===== src/rtl/sumador_pkg.sv =====
// sumador_pkg
// Shared types and constants for the 8-bit adder tile sequencer.
//   state_t     : sequencer FSM states
//   SUM_WIDTH   : default operand / sum width
//   CARRY_CNT_W : default width of the saturating carry-event counter
package sumador_pkg;

   localparam int SUM_WIDTH   = 8;
   localparam int CARRY_CNT_W = 4;

   typedef enum logic [1:0] {
      S_IDLE   = 2'd0,
      S_LOAD_B = 2'd1,
      S_ADD    = 2'd2,
      S_HOLD   = 2'd3
   } state_t;

endpackage


===== src/rtl/sumador8_core.sv =====
// sumador8_core
// Purely combinational unsigned adder; no clock, no state.
// Ports:
//   a, b  : WIDTH-bit operands
//   sum   : (a + b) modulo 2^WIDTH
//   carry : bit WIDTH of the full-width sum
module sumador8_core
   import sumador_pkg::*;
#(
   parameter int WIDTH = SUM_WIDTH
) (
   input  logic [WIDTH-1:0] a,
   input  logic [WIDTH-1:0] b,
   output logic [WIDTH-1:0] sum,
   output logic             carry
);

   logic [WIDTH:0] full_sum;

   // Zero-extend both operands so the carry lands in the extra top bit.
   assign full_sum     = {1'b0, a} + {1'b0, b};
   assign {carry, sum} = full_sum;

endmodule


===== src/rtl/sumador_seq_ctrl.sv =====
// sumador_seq_ctrl
// Collects two operands serially over a valid/ready byte bus, adds them
// through sumador8_core, registers the result and holds it until the
// consumer acknowledges it. Counts (saturating) how many adds carried.
// Ports:
//   clk, rst        : clock (rising edge), async active-high reset
//   enable          : gates operand acceptance only
//   data_in         : operand byte
//   data_valid      : data_in is valid
//   data_ready      : operand can be accepted this cycle (combinational)
//   sum_out         : registered sum of the last add
//   carry_out       : registered carry of the last add
//   result_valid    : sum_out/carry_out hold an unacknowledged result
//   result_ack      : consumer takes the result
//   busy            : FSM is not idle
//   carry_cnt       : saturating count of adds that carried
module sumador_seq_ctrl
   import sumador_pkg::*;
#(
   parameter int WIDTH = SUM_WIDTH,
   parameter int CNT_W = CARRY_CNT_W
) (
   input  logic             clk,
   input  logic             rst,
   input  logic             enable,
   input  logic [WIDTH-1:0] data_in,
   input  logic             data_valid,
   output logic             data_ready,
   output logic [WIDTH-1:0] sum_out,
   output logic             carry_out,
   output logic             result_valid,
   input  logic             result_ack,
   output logic             busy,
   output logic [CNT_W-1:0] carry_cnt
);

   localparam logic [CNT_W-1:0] CNT_MAX = {CNT_W{1'b1}};

   state_t           state;
   logic [WIDTH-1:0] op_a;
   logic [WIDTH-1:0] op_b;
   logic [WIDTH-1:0] core_sum;
   logic             core_carry;
   logic             accept;

   sumador8_core #(
      .WIDTH (WIDTH)
   ) u_core (
      .a     (op_a),
      .b     (op_b),
      .sum   (core_sum),
      .carry (core_carry)
   );

   // Ready only in the two operand-collecting states, and held low during
   // reset so nothing upstream sees a handshake while the block is cleared.
   assign data_ready = !rst && enable && ((state == S_IDLE) || (state == S_LOAD_B));
   assign accept     = data_valid && data_ready;

   // Sequencer: collect A, collect B, add, then hold until acked.
   // The result registers change only in S_ADD so the last result survives
   // the ack. busy is registered alongside the state it describes.
   always_ff @(posedge clk or posedge rst) begin
      if (rst) begin
         state        <= S_IDLE;
         op_a         <= '0;
         op_b         <= '0;
         sum_out      <= '0;
         carry_out    <= 1'b0;
         result_valid <= 1'b0;
         carry_cnt    <= '0;
         busy         <= 1'b0;
      end else begin
         case (state)
            S_IDLE: begin
               if (accept) begin
                  op_a  <= data_in;
                  state <= S_LOAD_B;
                  busy  <= 1'b1;
               end
            end
            S_LOAD_B: begin
               if (accept) begin
                  op_b  <= data_in;
                  state <= S_ADD;
               end
            end
            S_ADD: begin
               sum_out      <= core_sum;
               carry_out    <= core_carry;
               result_valid <= 1'b1;
               if (core_carry && (carry_cnt != CNT_MAX)) begin
                  carry_cnt <= carry_cnt + 1'b1;
               end
               state <= S_HOLD;
            end
            S_HOLD: begin
               if (result_ack && result_valid) begin
                  result_valid <= 1'b0;
                  state        <= S_IDLE;
                  busy         <= 1'b0;
               end
            end
            default: begin
               state <= S_IDLE;
               busy  <= 1'b0;
            end
         endcase
      end
   end

endmodule


===== config.mk =====
export PLATFORM = sky130hd
export DESIGN_NAME = sumador_seq_ctrl
export DESIGN_NICKNAME = d
export VERILOG_FILES = /design/src/rtl/sumador_pkg.sv /design/src/rtl/sumador8_core.sv /design/src/rtl/sumador_seq_ctrl.sv
export SDC_FILE = /design/constraint.sdc
export NUM_CORES = 1
export LEC_CHECK = 0
export CORE_MARGIN = 3
export CORE_UTILIZATION = 30
export CTS_CLUSTER_SIZE = 24
export DETAILED_ROUTE_END_ITERATION = 8
export PLACE_DENSITY = 0.54
export REMOVE_ABC_BUFFERS = 1
export SLEW_MARGIN = 10
export SYNTH_ARGS = -nofsm -noshare
export SYNTH_HDL_FRONTEND = slang
export SYNTH_SLANG_ARGS = --single-unit

===== constraint.sdc =====
create_clock -name clk -period 2.6 [get_ports clk]
set_input_delay 0.52 -clock clk [delete_from_list [all_inputs] [get_ports clk]]
set_output_delay 0.52 -clock clk [all_outputs]
set_load 0.05 [all_outputs]

======== After elaboration in Yosys (flattened, before gate mapping) ========
Index checks and enable logic that the tools add are counted.
word-level totals
  register bits ........................... 33
  input port bits ......................... 13
  output and inout port bits .............. 16
  logic and storage cells ................. 41
cells by class
  $add $sub $neg .......................... 2
  equality and inequality tests ........... 7
  mux-type cells .......................... 8
  reductions and logical operators ........ 16
operator list
  kind                                            count
  adder 8 x 8 -> 9 bit                            1
  case mux 2 bit (4 select lines)                 1
  AND reduction 2 bit                             4
  2-to-1 mux 2 bit                                3
  inequality test 2 bit (second input constant)   3
  AND reduction 3 bit                             2
  logical AND 1 bit                               5
  adder 4 x 1 -> 4 bit (second input constant)    1
  == test 2 bit (second input constant)           2
  inequality test 4 bit (second input constant)   1
  case mux 1 bit (2 select lines)                 2
  nonzero test 2 bit                              2
  == test 2 x 1 -> 1 bit (second input constant)  1
  logical NOT 2 bit                               1
  2-to-1 mux 1 bit                                2
  logical NOT 1 bit                               1
  logical OR 1 bit                                1

======== Longest topological paths before layout ========
  depth in word-level cells ............... 6
  gate-level depth with buffers ........... 7
  depth with buffers taken out ............ 7

======== Cells and area by module ========
From an unflattened synthesis, not the netlist that was laid out.
unflattened totals
  cells, all modules ...................... 142
  area, all modules ....................... 1809.2 µm²
by module, submodules not included
  module            instances  cells each  area an instance (µm²)
  sumador_seq_ctrl  1          100         1485.2
  sumador8_core     1          42          324.1

======== Worst setup path after synthesis ========
Ideal clock, no wire load.
  path type ............................... register to register
  start ................................... register op_a[0]
  end ..................................... register carry_cnt[1]
  library setup time ...................... 125 ps
  data arrival time ....................... 1765 ps
  setup slack ............................. 710 ps
  stages on the path, launching flop included .. 8
  buffers on the path ..................... 0
  period minus slack after synthesis ...... 1890 ps
  path through ............................ dfrtp_1 ha_1 fa_1 nand3_1 a211oi_2 nor2_2 a31o_4 mux2_4
on the way
  longest elaborated chain between the ends .. 3
RTL lines
  what                                  RTL line                source
  start, declared                       sumador_seq_ctrl.sv:40  logic [WIDTH-1:0] op_a;
  start signal, assigned                sumador_seq_ctrl.sv:77  op_a <= data_in;
  adder 8 x 8 -> 9 bit                  sumador8_core.sv:21     assign full_sum = {1'b0, a} + {1'b0, b};
  logical AND 1 bit                     sumador_seq_ctrl.sv:92  if (core_carry && (carry_cnt != CNT_MAX)) begin
  AND reduction 2 bit (no source line)  n/a
  end signal, assigned                  sumador_seq_ctrl.sv:93  carry_cnt <= carry_cnt + 1'b1;
  end, declared                         sumador_seq_ctrl.sv:34  output logic [CNT_W-1:0] carry_cnt
Every way passes these cells.
A chain may end at the register's enable or synchronous reset.

======== Worst setup path after layout ========
  start ................................... register state[0]
  end ..................................... output data_ready
on the way
  longest elaborated chain between the ends .. 3
  elaborated cells between the ends (all ways) .. 4
RTL lines
  what                                                                RTL line                source
  start, declared                                                     sumador_seq_ctrl.sv:39  state_t state;
  start signal, assigned                                              sumador_seq_ctrl.sv:65  state <= S_IDLE;
  start signal, assigned                                              sumador_seq_ctrl.sv:78  state <= S_LOAD_B;
  start signal, assigned                                              sumador_seq_ctrl.sv:85  state <= S_ADD;
  == test 2 x 1 -> 1 bit / logical NOT 2 bit (equally long branches)  sumador_seq_ctrl.sv:57  assign data_ready = !rst && enable && ((state == S_IDLE) || (state == S_LOAD_B));
  logical OR 1 bit (*)                                                sumador_seq_ctrl.sv:57
  logical AND 1 bit (*)                                               sumador_seq_ctrl.sv:57
  end, declared                                                       sumador_seq_ctrl.sv:28  output logic data_ready,
Every way passes the cells marked *; elsewhere a longest branch is shown, timed or not.

==> impl_metrics.env <==
export IMPL_p_per_area_mw_per_mm2=1480
export IMPL_die_w_um=81.2
export IMPL_required_arrival_time_at_the_worst_endpoint_ns=2.08
export IMPL_final_max_slew_viol_count=0
export IMPL_synthTopCellsByArea="dfrtp_1 49%, mux2_2 15%, ha_1 9.6%"
export IMPL_portBuffers=28
export IMPL_dpl_hpwl_um=2520
export IMPL_cell_at_the_root_of_the_clock_tree="clkbuf_8"
export IMPL_yosys_warnings=0
export IMPL_finalNetCount=202
export IMPL_grt_first_pass_wirelength_um=5620
export IMPL_place_gp_congestion=0.748
export IMPL_number_of_failing_setup_endpoints_in_the_final_timing_report=0
export IMPL_antenna_cells_inserted=0
export IMPL_cap_viol_max_count=0
export IMPL_slew_at_the_pin_with_the_worst_max_slew_slack_ns=0.502
export IMPL_cts_max_level=2
export IMPL_post_route_min_period_ns=2.14
export IMPL_vdd_drop_max_uv=589
export IMPL_io_pins=29
export IMPL_postSynthCellCount=139
export IMPL_synth_top_cell_area_share_pct=48.7
export IMPL_die_y_um=81.2
export IMPL_core_area_mm2=0.00527
export IMPL_clkSinkCount=33
export IMPL_post_cts_setup_buffers=0
export IMPL_hold_viol_final=0
export IMPL_endpoint_kind="primary output"
export IMPL_drt_pass1_iterations=4
export IMPL_initial_utilization_pct=32.2
export IMPL_antenna_violating_nets_post_route=0
export IMPL_placedInstanceArea_mm2=0.00208
export IMPL_clock_path_buffers=2
export IMPL_final_power_uw=3260
export IMPL_fmaxAchievable_mhz=467
export IMPL_synthesis_area_per_instance_um2=12.2
export IMPL_detail_route_iter0_violations=29
export IMPL_vias_per_cell=4.76
export IMPL_path_max_fanout=4
export IMPL_route_vias_total=1170
export IMPL_std_cell_rows=26
export IMPL_detail_route_wl_per_cell_um=13.7
export IMPL_worstSetupStartpointType="flop"
export IMPL_post_synth_instance_area_mm2=0.00170
export IMPL_die_outline_area_mm2=0.00659
export IMPL_synth_yosys_seq_area_share_pct=48.7
export IMPL_post_layout_nonfiller_instances=246
export IMPL_globalRouteOverflowTotal=0
export IMPL_first_global_vias=1235
export IMPL_timing_slew_headroom_pct=66.4
export IMPL_run_status="finished clean"
export IMPL_cts_resized=0
export IMPL_clock_latency_ns=0.28
export IMPL_clkTransAtPathRegs_ns=0.07
export IMPL_cts_tree="done"
export IMPL_fin_worst_skew_ns=0.00766
export IMPL_grtUsageTotal_pct=11.4
export IMPL_timing_hold_worst_path_depth=1
export IMPL_synth_cell_types=34
export IMPL_yosysTopAreaCell="dfrtp_1"
export IMPL_fin_tns_setup_ns=0
export IMPL_layout_cell_area_non_filler_mm2=0.00220
export IMPL_postRouteWirelength_um=3370
export IMPL_layout_worst_path_cycle_share_pct=82.3
export IMPL_r2r_worst_path_cells=7
export IMPL_area_growth_syn_to_layout_pct=29.8
export IMPL_antenna_found_initial=0
export IMPL_timing_critical_path_arrival_ns=1.62
export IMPL_reg2reg_slack_ns=0.57
export IMPL_cts_hold_fix_buffers=0
export IMPL_worst_hold_path_type="reg -> reg"
export IMPL_yosys_register_bits=33
export IMPL_cts_buffers=5
export IMPL_rsz_0062_raised_after_global_routing="no"
export IMPL_dp_cells=238
export IMPL_layout_drive_gt1_share_pct=22.7
export IMPL_grt_max_degree=34
export IMPL_leakagePower_uw=0.000951
export IMPL_final_core_util_pct=41.8
export IMPL_path_class="reg -> out"
export IMPL_drc_errors=0
## kinds of logic (layout without fill, tap and decap cells)
| logic type | count (synthesis) | in the layout | share of synthesized area, % |
|---|---|---|---|
| flip-flops | 33 | 33 | 48.7 |
| AO/OA/AOI/OAI | 32 | 32 | 13.7 |
| adder cells (fa/ha/maj) | 14 | 14 | 10.8 |
| XOR/XNOR | 6 | 6 | 3.10 |
| AND/OR/NAND/NOR | 24 | 24 | 6.72 |
| buffers and inverters | 7 | 44 | 1.55 |
| multiplexers | 23 | 23 | 15.5 |
## per-stage QoR
step | setup slack [ns] | hold WS (ns)
floorplan | 0.710 | 0.484
global placement | 0.487 | 0.494
detailed placement | 0.468 | 0.494
CTS | 0.434 | 0.510
global route | 0.365 | 0.531
finish | 0.460 | 0.507
## synth_stat cells, drive strengths merged
library cell and number:
nand2 5, nor3 2, buf 1, a21o 2, nand3 7, ha 13
fa 1, a31oi 1, nor2 6, o22ai 1, dfrtp 33, nand4 1
and2 1, nor2b 1, xnor2 5, o21bai 2, o41ai 1, a211oi 3
inv 6, a31o 1, or2 1, a22o 1, a21boi 2, o21ai 7
a2111oi 1, xor2 1, mux2 23, o2bb2ai 1, a21oi 9
## final timing paths
path	end	startpoint
max	data_ready	state[0]
min	sum_out[0]	sum_out[0]
max reg2reg	carry_cnt[1]	op_a[0]
min reg2reg	sum_out[0]	sum_out[0]
max in group asynchronous	sum_out[4]	rst
min in group asynchronous	sum_out[1]	rst
## metal layers
layer	track usage, %	vias up	wire length [um]
met2	19.0	26	1600
met1	13.1	562	1530
met3	3.77	9	162
met4	5.24	0	78
met5	0	-	0
li1	-	573	-
## sequential cells by signal, indices dropped and copies added, names as in the netlist
name	flops
op_a	8
op_b	8
sum_out	8
carry_cnt	4
state	2
busy	1
carry_out	1
result_valid	1
## where the power goes
part	leakage, uW	switching, uW	total (uW)	internal, uW
Sequential	0.000398	165	929	764
Combinational	0.000495	1030	1830	806
Clock	0.0000585	187	499	312
## layout by cell type (no fill, tap or decap), types with 2 or more instances in the layout
cell / count
nor3_1: 2
dfrtp_1: 33
ha_1: 13
a21boi_0: 2
buf_4: 2
o21bai_1: 2
clkbuf_8: 6
inv_1: 6
a211oi_2: 2
xnor2_1: 5
nand2_1: 5
a21oi_1: 9
mux2_2: 22
clkdlybuf4s50_1: 27
nand3_1: 7
o21ai_0: 6
nor2_1: 5
## critical path, stage by stage, from the launching register on
cell     delay [ns]
dfrtp_1        0.40
inv_1          0.08
ha_1           0.23
or2_2          0.30
and2_1         0.17
buf_12         0.15
## layout make-up
type,instances,area (um2)
fill,524,3070
tap,70,87.6
clock inverter,1,30.0
multi-input combinational,99,843
sequential,33,826
clock buffer,7,86.3
inverter,6,22.5
timing repair buffer,30,305
Note: power is estimated with default switching activity, not from simulation.
